==> src/rtl/regfile_bypass_sb_pkg.sv <==
// Shared widths, types and helpers for the bypassing register file and its
// busy scoreboard.
package regfile_bypass_sb_pkg;

  localparam int WORD_W     = 16;
  localparam int NREGS      = 8;
  localparam int REG_IDX_W  = 3;
  localparam int BUSY_CNT_W = 4;

  typedef logic [WORD_W-1:0]    word_t;
  typedef logic [REG_IDX_W-1:0] reg_idx_t;

  function automatic logic [BUSY_CNT_W-1:0] popcount(input logic [NREGS-1:0] v);
    logic [BUSY_CNT_W-1:0] c;
    c = '0;
    for (int i = 0; i < NREGS; i++) begin
      c = c + BUSY_CNT_W'(v[i]);
    end
    return c;
  endfunction

endpackage

==> src/rtl/regfile_bypass_sb_if.sv <==
// Read, write, issue and status bundle between decode (master) and the
// register file (slave).
interface regfile_bypass_sb_if
  import regfile_bypass_sb_pkg::*;
#(
  parameter int WIDTH = WORD_W
);

  reg_idx_t                rd0_idx;
  logic [WIDTH-1:0]        rd0_data;
  logic                    rd0_busy;
  reg_idx_t                rd1_idx;
  logic [WIDTH-1:0]        rd1_data;
  logic                    rd1_busy;
  logic                    wr_en;
  reg_idx_t                wr_idx;
  logic [WIDTH-1:0]        wr_data;
  logic                    wr_clr;
  logic                    iss_en;
  reg_idx_t                iss_idx;
  logic [BUSY_CNT_W-1:0]   busy_cnt;
  logic                    waw_err;

  modport master (
    output rd0_idx, rd1_idx, wr_en, wr_idx, wr_data, wr_clr, iss_en, iss_idx,
    input  rd0_data, rd0_busy, rd1_data, rd1_busy, busy_cnt, waw_err
  );

  modport slave (
    input  rd0_idx, rd1_idx, wr_en, wr_idx, wr_data, wr_clr, iss_en, iss_idx,
    output rd0_data, rd0_busy, rd1_data, rd1_busy, busy_cnt, waw_err
  );

endinterface

==> src/rtl/regfile_bypass_sb_scoreboard.sv <==
// Per-register busy tracking: issue sets, clearing write releases, set wins;
// also counts busy registers and flags issue onto an already-busy register.
module regfile_scoreboard
  import regfile_bypass_sb_pkg::*;
#(
  parameter bit BYPASS = 1'b1
) (
  input  logic                  clk,
  input  logic                  rst_n,
  input  logic                  wr_en_i,
  input  logic                  wr_clr_i,
  input  reg_idx_t              wr_idx_i,
  input  logic                  iss_en_i,
  input  reg_idx_t              iss_idx_i,
  input  reg_idx_t              rd0_idx_i,
  input  reg_idx_t              rd1_idx_i,
  output logic                  rd0_busy_o,
  output logic                  rd1_busy_o,
  output logic [BUSY_CNT_W-1:0] busy_cnt_o,
  output logic                  waw_err_o
);

  logic [NREGS-1:0]      busy_q, busy_d;
  logic [BUSY_CNT_W-1:0] busy_cnt_q;
  logic                  waw_err_q, waw_err_d;
  logic                  clr_any;

  assign clr_any = wr_en_i && wr_clr_i;

  for (genvar gi = 0; gi < NREGS; gi++) begin : g_busy
    always_comb begin
      busy_d[gi] = busy_q[gi];
      if (iss_en_i && (iss_idx_i == reg_idx_t'(gi))) begin
        busy_d[gi] = 1'b1;
      end else if (clr_any && (wr_idx_i == reg_idx_t'(gi))) begin
        busy_d[gi] = 1'b0;
      end
    end
  end

  // A clear landing on the re-issued register this cycle means the old
  // producer retires, so the new issue is not a WAW hazard.
  assign waw_err_d = waw_err_q ||
                     (iss_en_i && busy_q[iss_idx_i] &&
                      !(clr_any && (wr_idx_i == iss_idx_i)));

  always_ff @(posedge clk or negedge rst_n) begin
    if (!rst_n) begin
      busy_q     <= '0;
      busy_cnt_q <= '0;
      waw_err_q  <= 1'b0;
    end else begin
      busy_q     <= busy_d;
      busy_cnt_q <= popcount(busy_d);
      waw_err_q  <= waw_err_d;
    end
  end

  assign rd0_busy_o = busy_q[rd0_idx_i] &&
                      !(BYPASS && clr_any && (wr_idx_i == rd0_idx_i));
  assign rd1_busy_o = busy_q[rd1_idx_i] &&
                      !(BYPASS && clr_any && (wr_idx_i == rd1_idx_i));
  assign busy_cnt_o = busy_cnt_q;
  assign waw_err_o  = waw_err_q;

endmodule

==> src/rtl/regfile_bypass_sb.sv <==
// 8 x WIDTH register file with two combinational read ports, one write port,
// optional write-to-read forwarding and a busy scoreboard.
module regfile_bypass_sb
  import regfile_bypass_sb_pkg::*;
#(
  parameter int WIDTH  = WORD_W,
  parameter bit BYPASS = 1'b1
) (
  input  logic                clk,
  input  logic                rst_n,
  regfile_bypass_sb_if.slave  bus
);

  logic [WIDTH-1:0] regs_q  [NREGS];
  reg_idx_t         rd_idx  [2];
  logic [WIDTH-1:0] rd_data [2];

  always_ff @(posedge clk or negedge rst_n) begin
    if (!rst_n) begin
      for (int i = 0; i < NREGS; i++) begin
        regs_q[i] <= '0;
      end
    end else if (bus.wr_en) begin
      regs_q[bus.wr_idx] <= bus.wr_data;
    end
  end

  assign rd_idx[0] = bus.rd0_idx;
  assign rd_idx[1] = bus.rd1_idx;

  for (genvar gi = 0; gi < 2; gi++) begin : g_rd
    assign rd_data[gi] = (BYPASS && bus.wr_en && (bus.wr_idx == rd_idx[gi]))
                         ? bus.wr_data : regs_q[rd_idx[gi]];
  end

  assign bus.rd0_data = rd_data[0];
  assign bus.rd1_data = rd_data[1];

  regfile_scoreboard #(
    .BYPASS (BYPASS)
  ) u_sb (
    .clk        (clk),
    .rst_n      (rst_n),
    .wr_en_i    (bus.wr_en),
    .wr_clr_i   (bus.wr_clr),
    .wr_idx_i   (bus.wr_idx),
    .iss_en_i   (bus.iss_en),
    .iss_idx_i  (bus.iss_idx),
    .rd0_idx_i  (bus.rd0_idx),
    .rd1_idx_i  (bus.rd1_idx),
    .rd0_busy_o (bus.rd0_busy),
    .rd1_busy_o (bus.rd1_busy),
    .busy_cnt_o (bus.busy_cnt),
    .waw_err_o  (bus.waw_err)
  );

endmodule

==> src/flat_wrapper.sv <==
// flat-port wrapper written by rule: the top's interface ports become plain ports
module regfile_bypass_sb_flat import regfile_bypass_sb_pkg::*;
#(
  parameter int WIDTH  = WORD_W,
  parameter bit BYPASS = 1'b1
)
  (clk, rst_n, bus_rd0_idx, bus_rd1_idx, bus_wr_en, bus_wr_idx, bus_wr_data, bus_wr_clr, bus_iss_en, bus_iss_idx, bus_rd0_data, bus_rd0_busy, bus_rd1_data, bus_rd1_busy, bus_busy_cnt, bus_waw_err);
  regfile_bypass_sb_if #(.WIDTH(WIDTH)) bus_i ();
  input  logic clk;
  input  logic rst_n;
  input wire logic [$bits(bus_i.rd0_idx)-1:0] bus_rd0_idx;
  input wire logic [$bits(bus_i.rd1_idx)-1:0] bus_rd1_idx;
  input wire logic [$bits(bus_i.wr_en)-1:0] bus_wr_en;
  input wire logic [$bits(bus_i.wr_idx)-1:0] bus_wr_idx;
  input wire logic [$bits(bus_i.wr_data)-1:0] bus_wr_data;
  input wire logic [$bits(bus_i.wr_clr)-1:0] bus_wr_clr;
  input wire logic [$bits(bus_i.iss_en)-1:0] bus_iss_en;
  input wire logic [$bits(bus_i.iss_idx)-1:0] bus_iss_idx;
  output wire logic [$bits(bus_i.rd0_data)-1:0] bus_rd0_data;
  output wire logic [$bits(bus_i.rd0_busy)-1:0] bus_rd0_busy;
  output wire logic [$bits(bus_i.rd1_data)-1:0] bus_rd1_data;
  output wire logic [$bits(bus_i.rd1_busy)-1:0] bus_rd1_busy;
  output wire logic [$bits(bus_i.busy_cnt)-1:0] bus_busy_cnt;
  output wire logic [$bits(bus_i.waw_err)-1:0] bus_waw_err;
  assign bus_i.rd0_idx = bus_rd0_idx;
  assign bus_i.rd1_idx = bus_rd1_idx;
  assign bus_i.wr_en = bus_wr_en;
  assign bus_i.wr_idx = bus_wr_idx;
  assign bus_i.wr_data = bus_wr_data;
  assign bus_i.wr_clr = bus_wr_clr;
  assign bus_i.iss_en = bus_iss_en;
  assign bus_i.iss_idx = bus_iss_idx;
  assign bus_rd0_data = bus_i.rd0_data;
  assign bus_rd0_busy = bus_i.rd0_busy;
  assign bus_rd1_data = bus_i.rd1_data;
  assign bus_rd1_busy = bus_i.rd1_busy;
  assign bus_busy_cnt = bus_i.busy_cnt;
  assign bus_waw_err = bus_i.waw_err;
  regfile_bypass_sb #(.WIDTH(WIDTH), .BYPASS(BYPASS)) u_core (.clk(clk), .rst_n(rst_n), .bus(bus_i));
endmodule
==> config.mk <==
export PLATFORM = sky130hd
export DESIGN_NAME = regfile_bypass_sb_flat
export DESIGN_NICKNAME = d
export VERILOG_FILES = /design/src/rtl/regfile_bypass_sb_pkg.sv /design/src/rtl/regfile_bypass_sb_if.sv /design/src/rtl/regfile_bypass_sb_scoreboard.sv /design/src/rtl/regfile_bypass_sb.sv /design/src/flat_wrapper.sv
export SDC_FILE = /design/constraint.sdc
export NUM_CORES = 1
export LEC_CHECK = 0
export BUFFER_PORTS_ARGS = -buffer_cell sky130_fd_sc_hd__buf_2
export CORE_MARGIN = 10
export CORE_UTILIZATION = 58
export DETAILED_ROUTE_END_ITERATION = 10
export PLACE_DENSITY = 0.78
export SYNTH_ARGS = -nofsm -noshare
export SYNTH_HDL_FRONTEND = slang
export SYNTH_SLANG_ARGS = --single-unit
==> constraint.sdc <==
create_clock -name clk -period 4.05 [get_ports clk]
set_clock_uncertainty 0.2 [all_clocks]
set_input_delay 0.405 -clock clk [delete_from_list [all_inputs] [get_ports clk]]
set_output_delay 0.405 -clock clk [all_outputs]
set_load 0.05 [all_outputs]
# Word-level counts from Yosys, hierarchy flattened
# Index checks and enable logic that the tools add are counted.
# word_totals
regBits	141
out_inout_bits	39
# classes
add_sub_neg	7
magnitude_cmp	7
eq_ne	17
n_mux	33
bitwise_logic	3
reduce_logical	33
# op_table
operator	n
$bwmux 128	1
$mux 16	7
$bmux 16 s3	2
$demux 16 s3	1
$logic_and 1x1->1	27
$eq 3x3->1 const B	8
$mux 1	19
$add 4x1->4	4
$eq 3x2->1 const B	4
$ge 4x4->1 const B	3
$lt 3x4->1 const B	3
$not 3->4	3
$bmux 1 s3	3
$eq 3x3->1	3
$eq 3x1->1 const B	2
$logic_not 3->1	2
$add 3x1->4	1
$lt 4x1->1 const B	1
$add 2x1->3	1
$logic_not 1->1	3
$add 1x1->2	1
$logic_or 1x1->1	1

# Longest topological paths before layout
# Gate-level depths: netlist (run 1).
# logic_depth
depth_word	11
ltp_mapped	15
depth_no_buf	14

# Cells and area by module
# A second synthesis (run 1) with hierarchy kept.
# unflattened
cells_unflattened	550
area_unflattened_um2	8533.2
# by_module_without_submodules
mod	n_inst	cells_per_inst	area_per_inst_um2
regfile_bypass_sb	1	452	7526.0
regfile_scoreboard	1	98	1007.2

# Least setup slack after synthesis (run 1)
# Ideal clock, no wire load.
# synth_timing
kind	in2reg
startpoint	in bus_wr_en
endpoint	reg u_core.u_sb.busy_cnt_q[2] (netlist: u_core.u_sb.busy_cnt_o[2])
setup_time_ps	123
t_arrival_ps	3381
t_required_ps	3727
slack_ps	347
cell_stages	15
n_path_buf	1
cell_sequence	buf_4 nor2b_1 nand2_1 o21ai_0 o21a_1 fa_1 inv_1 fa_1 inv_1 fa_1 inv_1 ha_1 inv_1 fa_1 xnor2_1
# synth_between
elab_chain_cells	11
word_cells_on_any_way	32
# synth_lines
element	line_no	rtl
start: declaration	flat_wrapper.sv:13	input wire logic [$bits(bus_i.wr_en)-1:0] bus_wr_en;
$logic_and 1x1->1 (*)	regfile_bypass_sb_scoreboard.sv:28	assign clr_any = wr_en_i && wr_clr_i;
$logic_and 1x1->1	regfile_bypass_sb_scoreboard.sv:35	end else if (clr_any && (wr_idx_i == reg_idx_t'(gi))) begin
$mux 1	regfile_bypass_sb_scoreboard.sv:35	
$mux 1	regfile_bypass_sb_scoreboard.sv:33	if (iss_en_i && (iss_idx_i == reg_idx_t'(gi))) begin
$add 1x1->2	regfile_bypass_sb_pkg.sv:17	c = c + BUSY_CNT_W'(v[i]);
$add 2x1->3	regfile_bypass_sb_pkg.sv:17	
$add 3x1->4	regfile_bypass_sb_pkg.sv:17	
$add 4x1->4 (3 in series)	regfile_bypass_sb_pkg.sv:17	
$add 4x1->4 (*)	regfile_bypass_sb_pkg.sv:17	
end signal: assignment	regfile_bypass_sb_scoreboard.sv:54	busy_cnt_q <= popcount(busy_d);
end: declaration	regfile_bypass_sb_scoreboard.sv:24	logic [BUSY_CNT_W-1:0] busy_cnt_q;
# Every way passes the cells marked *; elsewhere a longest branch is shown, timed or not.
# A chain may end at the register's enable or synchronous reset.

# Final worst setup path (run 1)
# layout_timing
startpoint	reg u_core.u_sb.busy_q[1]
endpoint	reg u_core.u_sb.busy_cnt_q[2] (netlist: u_core.u_sb.busy_cnt_o[2])
# layout_between
elab_chain_cells	9
# layout_lines
element	line_no	rtl
start: declaration	regfile_bypass_sb_scoreboard.sv:23	logic [NREGS-1:0] busy_q, busy_d;
start signal: assignment	regfile_bypass_sb_scoreboard.sv:53	busy_q <= busy_d;
$mux 1	regfile_bypass_sb_scoreboard.sv:35	
$mux 1	regfile_bypass_sb_scoreboard.sv:33	
$add 1x1->2	regfile_bypass_sb_pkg.sv:17	
$add 2x1->3	regfile_bypass_sb_pkg.sv:17	
$add 3x1->4	regfile_bypass_sb_pkg.sv:17	
$add 4x1->4 (4 in series)	regfile_bypass_sb_pkg.sv:17	
# No other way between the ends.

==> flow_metrics.py, run 1 <==
metrics = {
    "run_status": {
        "status": "finished, violations left",
        "violations": "negative hold slack",
    },
    "critical_path": {
        "slowest_delay_ps": 540,
        "crit_family": "adder cells",
        "reg2regPathDepth": 12,
        "slowest_stage": "fa_1",
        "cp_num_buf_inv": 4,
        "cp.arrival_ps": 3540,
        "path_depth": 12,
        "crit_path_max_fanout": 4,
        "worstSetupPathType": "flop to flop",
        "crit_chain": "o21ai_0 -> o21a_1 -> fa_1 -> inv_1 -> fa_1 -> inv_1 -> fa_1 -> inv_1 -> ha_1 -> inv_1 -> fa_1 -> xnor2_1",
        "endpoint_kind": "flop",
        "cp.required_ps": 4170,
        "cp-start-kind": "flop",
    },
    "placement": {
        "gp_congestion": 0.866,
        "port_buffers": 71,
        "place_hpwl_mm": 12.5,
    },
    "synth": {
        "synth_area_um2": 8290,
        "synth_top_cell_by_area": "dfrtp_1",
        "synth_edf_count": 0,
        "synth_area_per_cell_um2": 14.3,
        "yosys.area.top_type_share": 0.425,
        "synth_area_leaders": "dfrtp_1, mux4_2, mux2_2, mux2i_1, mux2_4",
        "syn_inst": 581,
        "yosysUniqueCellTypes": 38,
        "synth_seq_cells": 141,
        "yosysSeqAreaShare": 0.425,
        "synthFlopType": "dfrtp_1",
        "asyncSetResetFlopFracSynth": 1.00,
        "yosysWarnings": 0,
        "syn_nets": 621,
    },
    "layout": {
        "layout_common_cells": "dfrtp_1, mux2_2, buf_2, mux4_2",
        "layout.nets": 671,
        "layout_commonest_cell": "dfrtp_1",
        "n_antenna_cell": 0,
        "drive_gt1_frac": 0.509,
        "area_growth_pct": 10.8,
    },
    "clock_tree": {
        "clk_path_buf_depth": 2,
        "clkTransAtPathRegs_ps": 70,
        "clk_latency_ps": 430,
        "cts_tree": "yes",
        "cts_resized": 0,
        "cts_root_buf": "clkbuf_16",
        "cts_sinks": 141,
        "htreeDepth": 4,
        "cts_buffers": 17,
        "post_cts.repair.setup_buffers": 0,
        "hold_buffers": 0,
    },
    "timing": {
        "rsz0062_at_grt": "no",
        "setup_tns_ps": 0,
        "finalHoldViolCount": 38,
        "fin_crit_ps": 3420,
        "fin_crit_sh": 0.844,
        "whs_ps": -126,
        "finalSetupViolations": 0,
        "max_freq_ghz": 0.293,
        "final_max_slew_viol_count": 0,
        "worstMarginPinSlew_ps": 1180,
        "relSlewSlack": 0.215,
    },
    "job": {
        "drv_cap": 0,
    },
    "floorplanning": {
        "initial_core_util": 0.595,
        "pin_count": 72,
        "core_um2": 13900,
        "die_w_um": 140,
        "num_rows": 43,
        "die_y_um": 140,
        "fp.dieArea_um2": 19500,
    },
    "power_and_ir_drop": {
        "ir_drop_uv": 341,
        "power_uw": 5220,
        "cellLeakagePower_uw": 0.00400,
        "cellPowerDensity_nw_per_um2": 568,
    },
    "min_path": {
        "hold_class": "primary input to async pin",
    },
    "routing": {
        "drcViolationCount": 0,
        "via_per_inst": 6.45,
        "drt_iter0_markers": 326,
        "ant_nets": 0,
        "wire_per_inst_um": 24.1,
        "firstDrtPassIters": 5,
        "drt-total-wl_mm": 19.9,
        "routed-via-count": 5312,
    },
    "global_route": {
        "grt_max_degree": 124,
        "grt_overflow_total": 0,
        "grt_pass1_vias": 5823,
        "grt_usage": 0.209,
        "antenna_found_initial": 0,
        "grt_pass1_wl_mm": 32.1,
    },
}
-- cells by family (layout without fill, tap and decap cells) --
family / Yosys count / count (layout) / synth area share
adder cells (fa/ha/maj): 7 / 7 / 0.0142
AND/OR/NAND/NOR: 61 / 61 / 0.0412
XOR/XNOR: 9 / 9 / 0.00950
AO/OA/AOI/OAI: 58 / 58 / 0.0391
multiplexers: 234 / 234 / 0.415
flip-flops: 141 / 141 / 0.425
buffers and inverters: 71 / 134 / 0.0557
-- state kept, by name, summed over array words and instances (netlist names) --
name	count
u_core.regs_q	128
u_core.u_sb.busy_cnt_o	4
u_core.u_sb.busy_q	8
u_core.u_sb.waw_err_o	1
-- layer usage --
metal	vias to the layer above	share of wire	GRT usage
li1	2283	-	-
met1	2795	0.40	0.260
met2	207	0.52	0.346
met3	27	0.064	0.0572
met4	0	0.015	0.0707
met5	-	0	0
-- synth_stat cells (4+ instances only) --
library cell,count
buf_2,20
mux2_2,109
nand2_1,5
mux2i_1,36
mux2_4,20
xnor2_1,9
a21oi_1,36
o21ai_0,11
nor2_1,32
buf_4,27
dfrtp_1,141
o31ai_1,4
mux4_2,69
inv_1,13
buf_6,7
fa_1,4
-- path summary, 6_finish.rpt --
kind | start | endpoint | slack [ps]
worst min-delay path | rst_n | u_core.regs_q[76]$_DFFE_PN0P_ | -130
worst min register to register | u_core.u_sb.waw_err_o$_DFF_PN0_ | u_core.u_sb.waw_err_o$_DFF_PN0_ | 270
worst max register to register | u_core.u_sb.busy_q[1]$_DFF_PN0_ | u_core.u_sb.busy_cnt_o[2]$_DFF_PN0_ | 630
min in group clk | bus_iss_idx[0] | u_core.u_sb.busy_q[0]$_DFF_PN0_ | 70
worst max-delay path | u_core.u_sb.busy_q[1]$_DFF_PN0_ | u_core.u_sb.busy_cnt_o[2]$_DFF_PN0_ | 630
max in group asynchronous | rst_n | u_core.regs_q[99]$_DFFE_PN0P_ | 2790
-- final cells by class --
cell class	count	area, um^2
flip-flops and latches	141	3530
repair buffers	89	522
fillers	1002	4740
clock inverters	14	135
well taps	180	225
clock buffers	18	429
multi-input cells	369	4300
inverters	13	48.8
-- stage by stage --
step	instances	utilization	setup slack (ps)	hold slack, ps	cell area, um^2
after global placement	792	0.619	257	254	8630
after floorplan	581	-	347	-90.6	8290
after global routing	824	0.660	472	21.1	9190
after CTS	824	0.660	636	19.9	9190
final	824	0.660	632	-126	9190
after detailed placement	792	0.619	254	262	8630
-- power by group --
group | internal, uW | switching, uW | leakage, uW | total [uW]
logic | 793 | 954 | 0.00205 | 1750
registers | 1730 | 241 | 0.00168 | 1970
clock network | 854 | 647 | 0.000264 | 1500
Power figures use the tool's default switching activity.
==> run 2: changes to the inputs <==
--- a/config.mk
+++ b/config.mk
@@ -7,9 +7,9 @@
 export LEC_CHECK = 0
 export BUFFER_PORTS_ARGS = -buffer_cell sky130_fd_sc_hd__buf_2
 export CORE_MARGIN = 10
-export CORE_UTILIZATION = 58
+export CORE_UTILIZATION = 55
 export DETAILED_ROUTE_END_ITERATION = 10
-export PLACE_DENSITY = 0.78
+export PLACE_DENSITY = 0.77
 export SYNTH_ARGS = -nofsm -noshare
 export SYNTH_HDL_FRONTEND = slang
 export SYNTH_SLANG_ARGS = --single-unit
==> constraint.sdc (replaced) <==
create_clock -name clk -period 2.8 [get_ports clk]
set_clock_uncertainty 0.2 [all_clocks]
set_input_delay 0.28 -clock clk [delete_from_list [all_inputs] [get_ports clk]]
set_output_delay 0.28 -clock clk [all_outputs]
set_load 0.05 [all_outputs]
==> flow_metrics.py, run 2 (same netlist as run 1, synthesis figures left out) <==
metrics = {
    "global_route": {
        "grt_pass1_wl_mm": 33.4,
        "grt_max_degree": 92,
        "grt_usage": 0.212,
        "antenna_found_initial": 1,
        "grt_pass1_vias": 5903,
        "grt_overflow_total": 0,
    },
    "power_and_ir_drop": {
        "ir_drop_uv": 537,
        "power_uw": 7890,
        "cellLeakagePower_uw": 0.00421,
        "cellPowerDensity_nw_per_um2": 821,
    },
    "clock_tree": {
        "htreeDepth": 4,
        "cts_tree": "yes",
        "clk_path_buf_depth": 2,
        "cts_buffers": 17,
        "cts_sinks": 141,
        "clk_latency_ps": 430,
        "cts_root_buf": "clkbuf_16",
        "clkTransAtPathRegs_ps": 70,
    },
    "critical_path": {
        "cp-start-kind": "flop",
        "cp.arrival_ps": 3380,
        "endpoint_kind": "flop",
        "rrSetupSlack_ps": -450,
        "cp.required_ps": 2930,
        "rr_startpoint": "u_core.u_sb.busy_q[1]$_DFF_PN0_",
        "reg2regPathDepth": 12,
        "startpoint": "u_core.u_sb.busy_q[1]$_DFF_PN0_",
        "crit_path_max_fanout": 2,
        "worstSetupPathType": "flop to flop",
    },
    "routing": {
        "firstDrtPassIters": 5,
        "via_per_inst": 6.34,
        "drcViolationCount": 0,
        "routed-via-count": 5483,
        "ant_nets": 0,
        "drt_iter0_markers": 363,
        "wire_per_inst_um": 23.8,
        "drt-total-wl_mm": 20.6,
    },
    "min_path": {
        "whs_path_depth": 2,
        "hp-start": "bus_wr_data[5]",
        "hold_class": "primary input to flop",
    },
    "layout": {
        "regMostFlops": "u_core.regs_q",
        "area_growth_pct": 15.9,
        "n_antenna_cell": 0,
        "layout_commonest_cell": "dfrtp_1",
        "layout.nets": 708,
        "drive_gt1_frac": 0.552,
        "largest_reg_flops": 128,
        "layout_common_cells": "dfrtp_1, mux2_2, buf_2, mux4_2, buf_4",
        "fillCellCount": 1060,
    },
    "timing": {
        "max_freq_ghz": 0.308,
        "final_max_slew_viol_count": 0,
        "rsz0062_at_grt": "yes",
        "finalSetupViolations": 4,
        "fin_crit_ps": 3250,
        "finalWorstSetupSlack_ps": -451,
        "worstMarginPinSlew_ps": 647,
        "finalHoldViolCount": 0,
        "relSlewSlack": 0.569,
        "fin_crit_sh": 1.16,
    },
    "floorplanning": {
        "pin_count": 72,
        "die_y_um": 143,
        "die_w_um": 143,
        "num_rows": 44,
        "fp.dieArea_um2": 20400,
        "core_um2": 14600,
        "initial_core_util": 0.566,
    },
    "placement": {
        "gp_congestion": 0.900,
        "pre_cts_ws_ps": -768,
        "place_hpwl_mm": 13.6,
        "port_buffers": 71,
    },
    "run_status": {
        "status": "finished, violations left",
        "violations": "negative setup slack",
    },
    "job": {
        "drv_cap": 0,
    },
}
run 2: cell count changes in the layout (fill, tap and decap cells not counted), moves of 3 or more:
cell / previous run / this run
buf_4: 16 / 46
buf_12: 2 / 6
inv_1: 13 / 10
inv_2: 0 / 3
inv_6: 5 / 2
run 2: worst paths after layout:
check / end
setup / recovery: u_core.u_sb.busy_cnt_o[1]$_DFF_PN0_
hold / removal: u_core.regs_q[21]$_DFFE_PN0P_
setup reg to reg: u_core.u_sb.busy_cnt_o[1]$_DFF_PN0_
hold reg to reg: u_core.u_sb.waw_err_o$_DFF_PN0_
max in group asynchronous: u_core.regs_q[17]$_DFFE_PN0P_
min in group asynchronous: u_core.regs_q[121]$_DFFE_PN0P_
run 2: timing repair:
action | CTS | global route
endpoints found under the setup margin | 4 | 4
endpoints found under the hold margin | 142 | 0
pin swaps | 5 | 1
buffers inserted | 1 | 0
gates resized for setup | 2 | 1
gates cloned | 0 | 0
hold buffers | 2 | 0
run 2: power breakdown:
group | internal, uW | switching (uW) | total [uW] | leakage [uW]
clock | 1340 | 912 | 2250 | 0.000273
sequential | 2510 | 347 | 2850 | 0.00168
combinational | 1310 | 1480 | 2780 | 0.00226
run 2: layer usage:
metal / up-vias / GRT usage / part of all wire
li1: 2356 / - / -
met5: - / 0 / 0.00039
met3: 36 / 0.0524 / 0.061
met1: 2892 / 0.270 / 0.42
met2: 197 / 0.352 / 0.50
met4: 2 / 0.0657 / 0.018
run 2: per-stage QoR:
stage | hold WS, ps | instance area (um^2) | instances | util | setup TNS, ps
floorplan | -216 | 8360 | 581 | - | -1850
global placement | 142 | 8990 | 830 | 0.614 | -2310
detailed placement | 146 | 8990 | 830 | 0.614 | -2300
CTS | 0.182 | 9610 | 865 | 0.656 | -1060
global route | 20.2 | 9610 | 865 | 0.657 | -1510
finish | 17.9 | 9610 | 865 | 0.657 | -1150
run 2: area by class of cell:
cell class / instances / area (um^2) / share of cell area
flip-flops and latches: 141 / 3530 / 0.367
inverters: 13 / 48.8 / 0.00508
clock buffers: 20 / 447 / 0.0465
repair buffers: 126 / 858 / 0.0893
clock inverters: 12 / 139 / 0.0144
multi-input cells: 369 / 4360 / 0.454
well taps: 184 / 230 / 0.0239
run 2: critical path: stages, from the launching register on:
cell     delay, ps
dfrtp_1        360
o21ai_2         80
o21a_1         130
fa_1           560
inv_1           60
fa_1           500
inv_2           40
fa_2           430
inv_2           80
ha_4           120
inv_2           40
fa_2           520
inv_1           40
==> run 3: changes to the inputs <==
--- a/config.mk
+++ b/config.mk
@@ -5,7 +5,7 @@
 export SDC_FILE = /design/constraint.sdc
 export NUM_CORES = 1
 export LEC_CHECK = 0
-export BUFFER_PORTS_ARGS = -buffer_cell sky130_fd_sc_hd__buf_2
+export BUFFER_PORTS_ARGS = -buffer_cell sky130_fd_sc_hd__clkbuf_2
 export CORE_MARGIN = 10
 export CORE_UTILIZATION = 55
 export DETAILED_ROUTE_END_ITERATION = 10
==> flow_metrics.py, run 3 (same netlist as run 1, synthesis figures left out) <==
metrics = {
    "clock_tree": {
        "clkTransAtPathRegs_ps": 60,
        "cts_tree": "yes",
        "htreeDepth": 4,
        "clk_path_buf_depth": 2,
        "cts_root_buf": "clkbuf_16",
        "cts_sinks": 141,
        "cts_buffers": 17,
        "clk_latency_ps": 420,
    },
    "min_path": {
        "hp-start": "bus_wr_data[6]",
        "hold_class": "primary input to flop",
    },
    "layout": {
        "fillCellCount": 985,
        "layout.nets": 708,
        "regMostFlops": "u_core.regs_q",
        "layout_commonest_cell": "dfrtp_1",
        "final_util": 0.689,
        "largest_reg_flops": 128,
        "seqCellArea_um2": 3530,
        "n_antenna_cell": 0,
        "drive_gt1_frac": 0.557,
        "layout_common_cells": "dfrtp_1, mux2_2, mux4_2, buf_4, buf_12",
        "area_growth_pct": 21.6,
        "multi_input_area_um2": 4370,
    },
    "run_status": {
        "status": "finished, violations left",
        "violations": "negative setup slack",
    },
    "timing": {
        "fin_crit_ps": 3250,
        "rsz0062_at_grt": "yes",
        "worstMarginPinSlew_ps": 680,
        "whs_ps": 46.6,
        "fin_crit_sh": 1.16,
        "relSlewSlack": 0.547,
        "finalSetupViolations": 4,
        "finalHoldViolCount": 0,
        "max_freq_ghz": 0.307,
        "finalWorstSetupSlack_ps": -454,
        "final_max_slew_viol_count": 0,
    },
    "floorplanning": {
        "pin_count": 72,
        "die_y_um": 143,
        "num_rows": 44,
        "die_w_um": 143,
        "core_um2": 14600,
        "fp.dieArea_um2": 20400,
        "initial_core_util": 0.566,
    },
    "critical_path": {
        "slowest_delay_ps": 570,
        "crit_chain": "o21ai_2 -> o21a_1 -> fa_1 -> inv_2 -> fa_1 -> inv_2 -> fa_2 -> inv_2 -> ha_4 -> inv_2 -> fa_2 -> inv_2",
        "cp.required_ps": 2920,
        "worstSetupPathType": "flop to flop",
        "endpoint_kind": "flop",
        "crit_family": "adder cells",
        "slowest_stage": "fa_1",
        "cp-start-kind": "flop",
        "crit_path_max_fanout": 2,
        "rr_startpoint": "u_core.u_sb.busy_q[1]$_DFF_PN0_",
        "crit_top_cell": "inv_2",
        "rrSetupSlack_ps": -450,
        "startpoint": "u_core.u_sb.busy_q[1]$_DFF_PN0_",
        "cp_num_buf_inv": 5,
        "cp.arrival_ps": 3380,
    },
    "power_and_ir_drop": {
        "p_sw_frac": 0.339,
        "seqPwrFrac": 0.346,
        "internal-power_uw": 5490,
        "combPwrFrac": 0.400,
        "cellPowerDensity_nw_per_um2": 824,
        "switchingPower_uw": 2820,
        "ir_drop_uv": 594,
        "clkPwrFrac": 0.254,
        "cellLeakagePower_uw": 0.00438,
    },
    "routing": {
        "wire_per_inst_um": 24.7,
        "drt_iter0_markers": 439,
        "drcViolationCount": 0,
        "routed-via-count": 5494,
        "drt-total-wl_mm": 21.4,
        "ant_nets": 0,
        "firstDrtPassIters": 4,
        "via_per_inst": 6.35,
    },
    "global_route": {
        "grt_overflow_total": 0,
        "grt_max_degree": 72,
        "grt_pass1_vias": 6150,
        "antenna_found_initial": 0,
        "grt_pass1_wl_mm": 34.5,
        "grt_usage": 0.221,
    },
    "placement": {
        "pre_cts_ws_ps": -782,
        "gp_congestion": 0.897,
        "place_hpwl_mm": 14.3,
        "port_buffers": 71,
    },
    "job": {
        "drv_cap": 0,
    },
}
run 3: power groups by stage:
stage	clock network [uW]	logic (uW)	registers, uW
2_1_floorplan	0	2050	2840
3_3_place_gp	0	3150	2830
3_5_place_dp	0	3250	2880
4_1_cts	2150	3310	2860
5_1_grt	2240	3530	2920
6_report	2110	3320	2870
run 3: area by class of cell:
type                       count  area share
clock buffer                  19      0.0439
timing repair buffer         126       0.134
tap                          184      0.0228
multi-input combinational    369       0.433
inverter                      13     0.00484
sequential                   141       0.350
clock inverter                13      0.0118
run 3: layer usage:
layer | vias up | global-route usage | wire length, um
met5 | - | 0 | 0
met4 | 0 | 0.0657 | 356
met3 | 28 | 0.0600 | 1490
met2 | 211 | 0.363 | 10800
met1 | 2908 | 0.280 | 8670
li1 | 2347 | - | -
run 3: repair_timing:
item	4_1_cts	5_1_grt
buffers inserted	2	1
endpoints found under the setup margin	4	4
hold endpoints to repair	69	0
pin swaps	5	2
gates resized for setup	3	3
gates cloned	0	0
hold buffers	2	0
run 3: final timing paths:
path | endpoint | cells past startpoint
max in group asynchronous | u_core.regs_q[63]$_DFFE_PN0P_ | 3
setup / recovery | u_core.u_sb.busy_cnt_o[1]$_DFF_PN0_ | 12
setup reg to reg | u_core.u_sb.busy_cnt_o[1]$_DFF_PN0_ | 12
min in group asynchronous | u_core.regs_q[41]$_DFFE_PN0P_ | 2
hold / removal | u_core.regs_q[22]$_DFFE_PN0P_ | 2
hold reg to reg | u_core.u_sb.waw_err_o$_DFF_PN0_ | 1
run 3: stage by stage:
stage / setup TNS [ps] / instances / power (uW) / cell area (um^2)
final: -1220 / 865 / 8310 / 10100
after global routing: -1620 / 865 / 8690 / 10100
after CTS: -1170 / 865 / 8320 / 10100
after detailed placement: -2390 / 830 / 6130 / 9490
after global placement: -2310 / 830 / 5970 / 9490
after floorplan: -1850 / 581 / 4890 / 8360
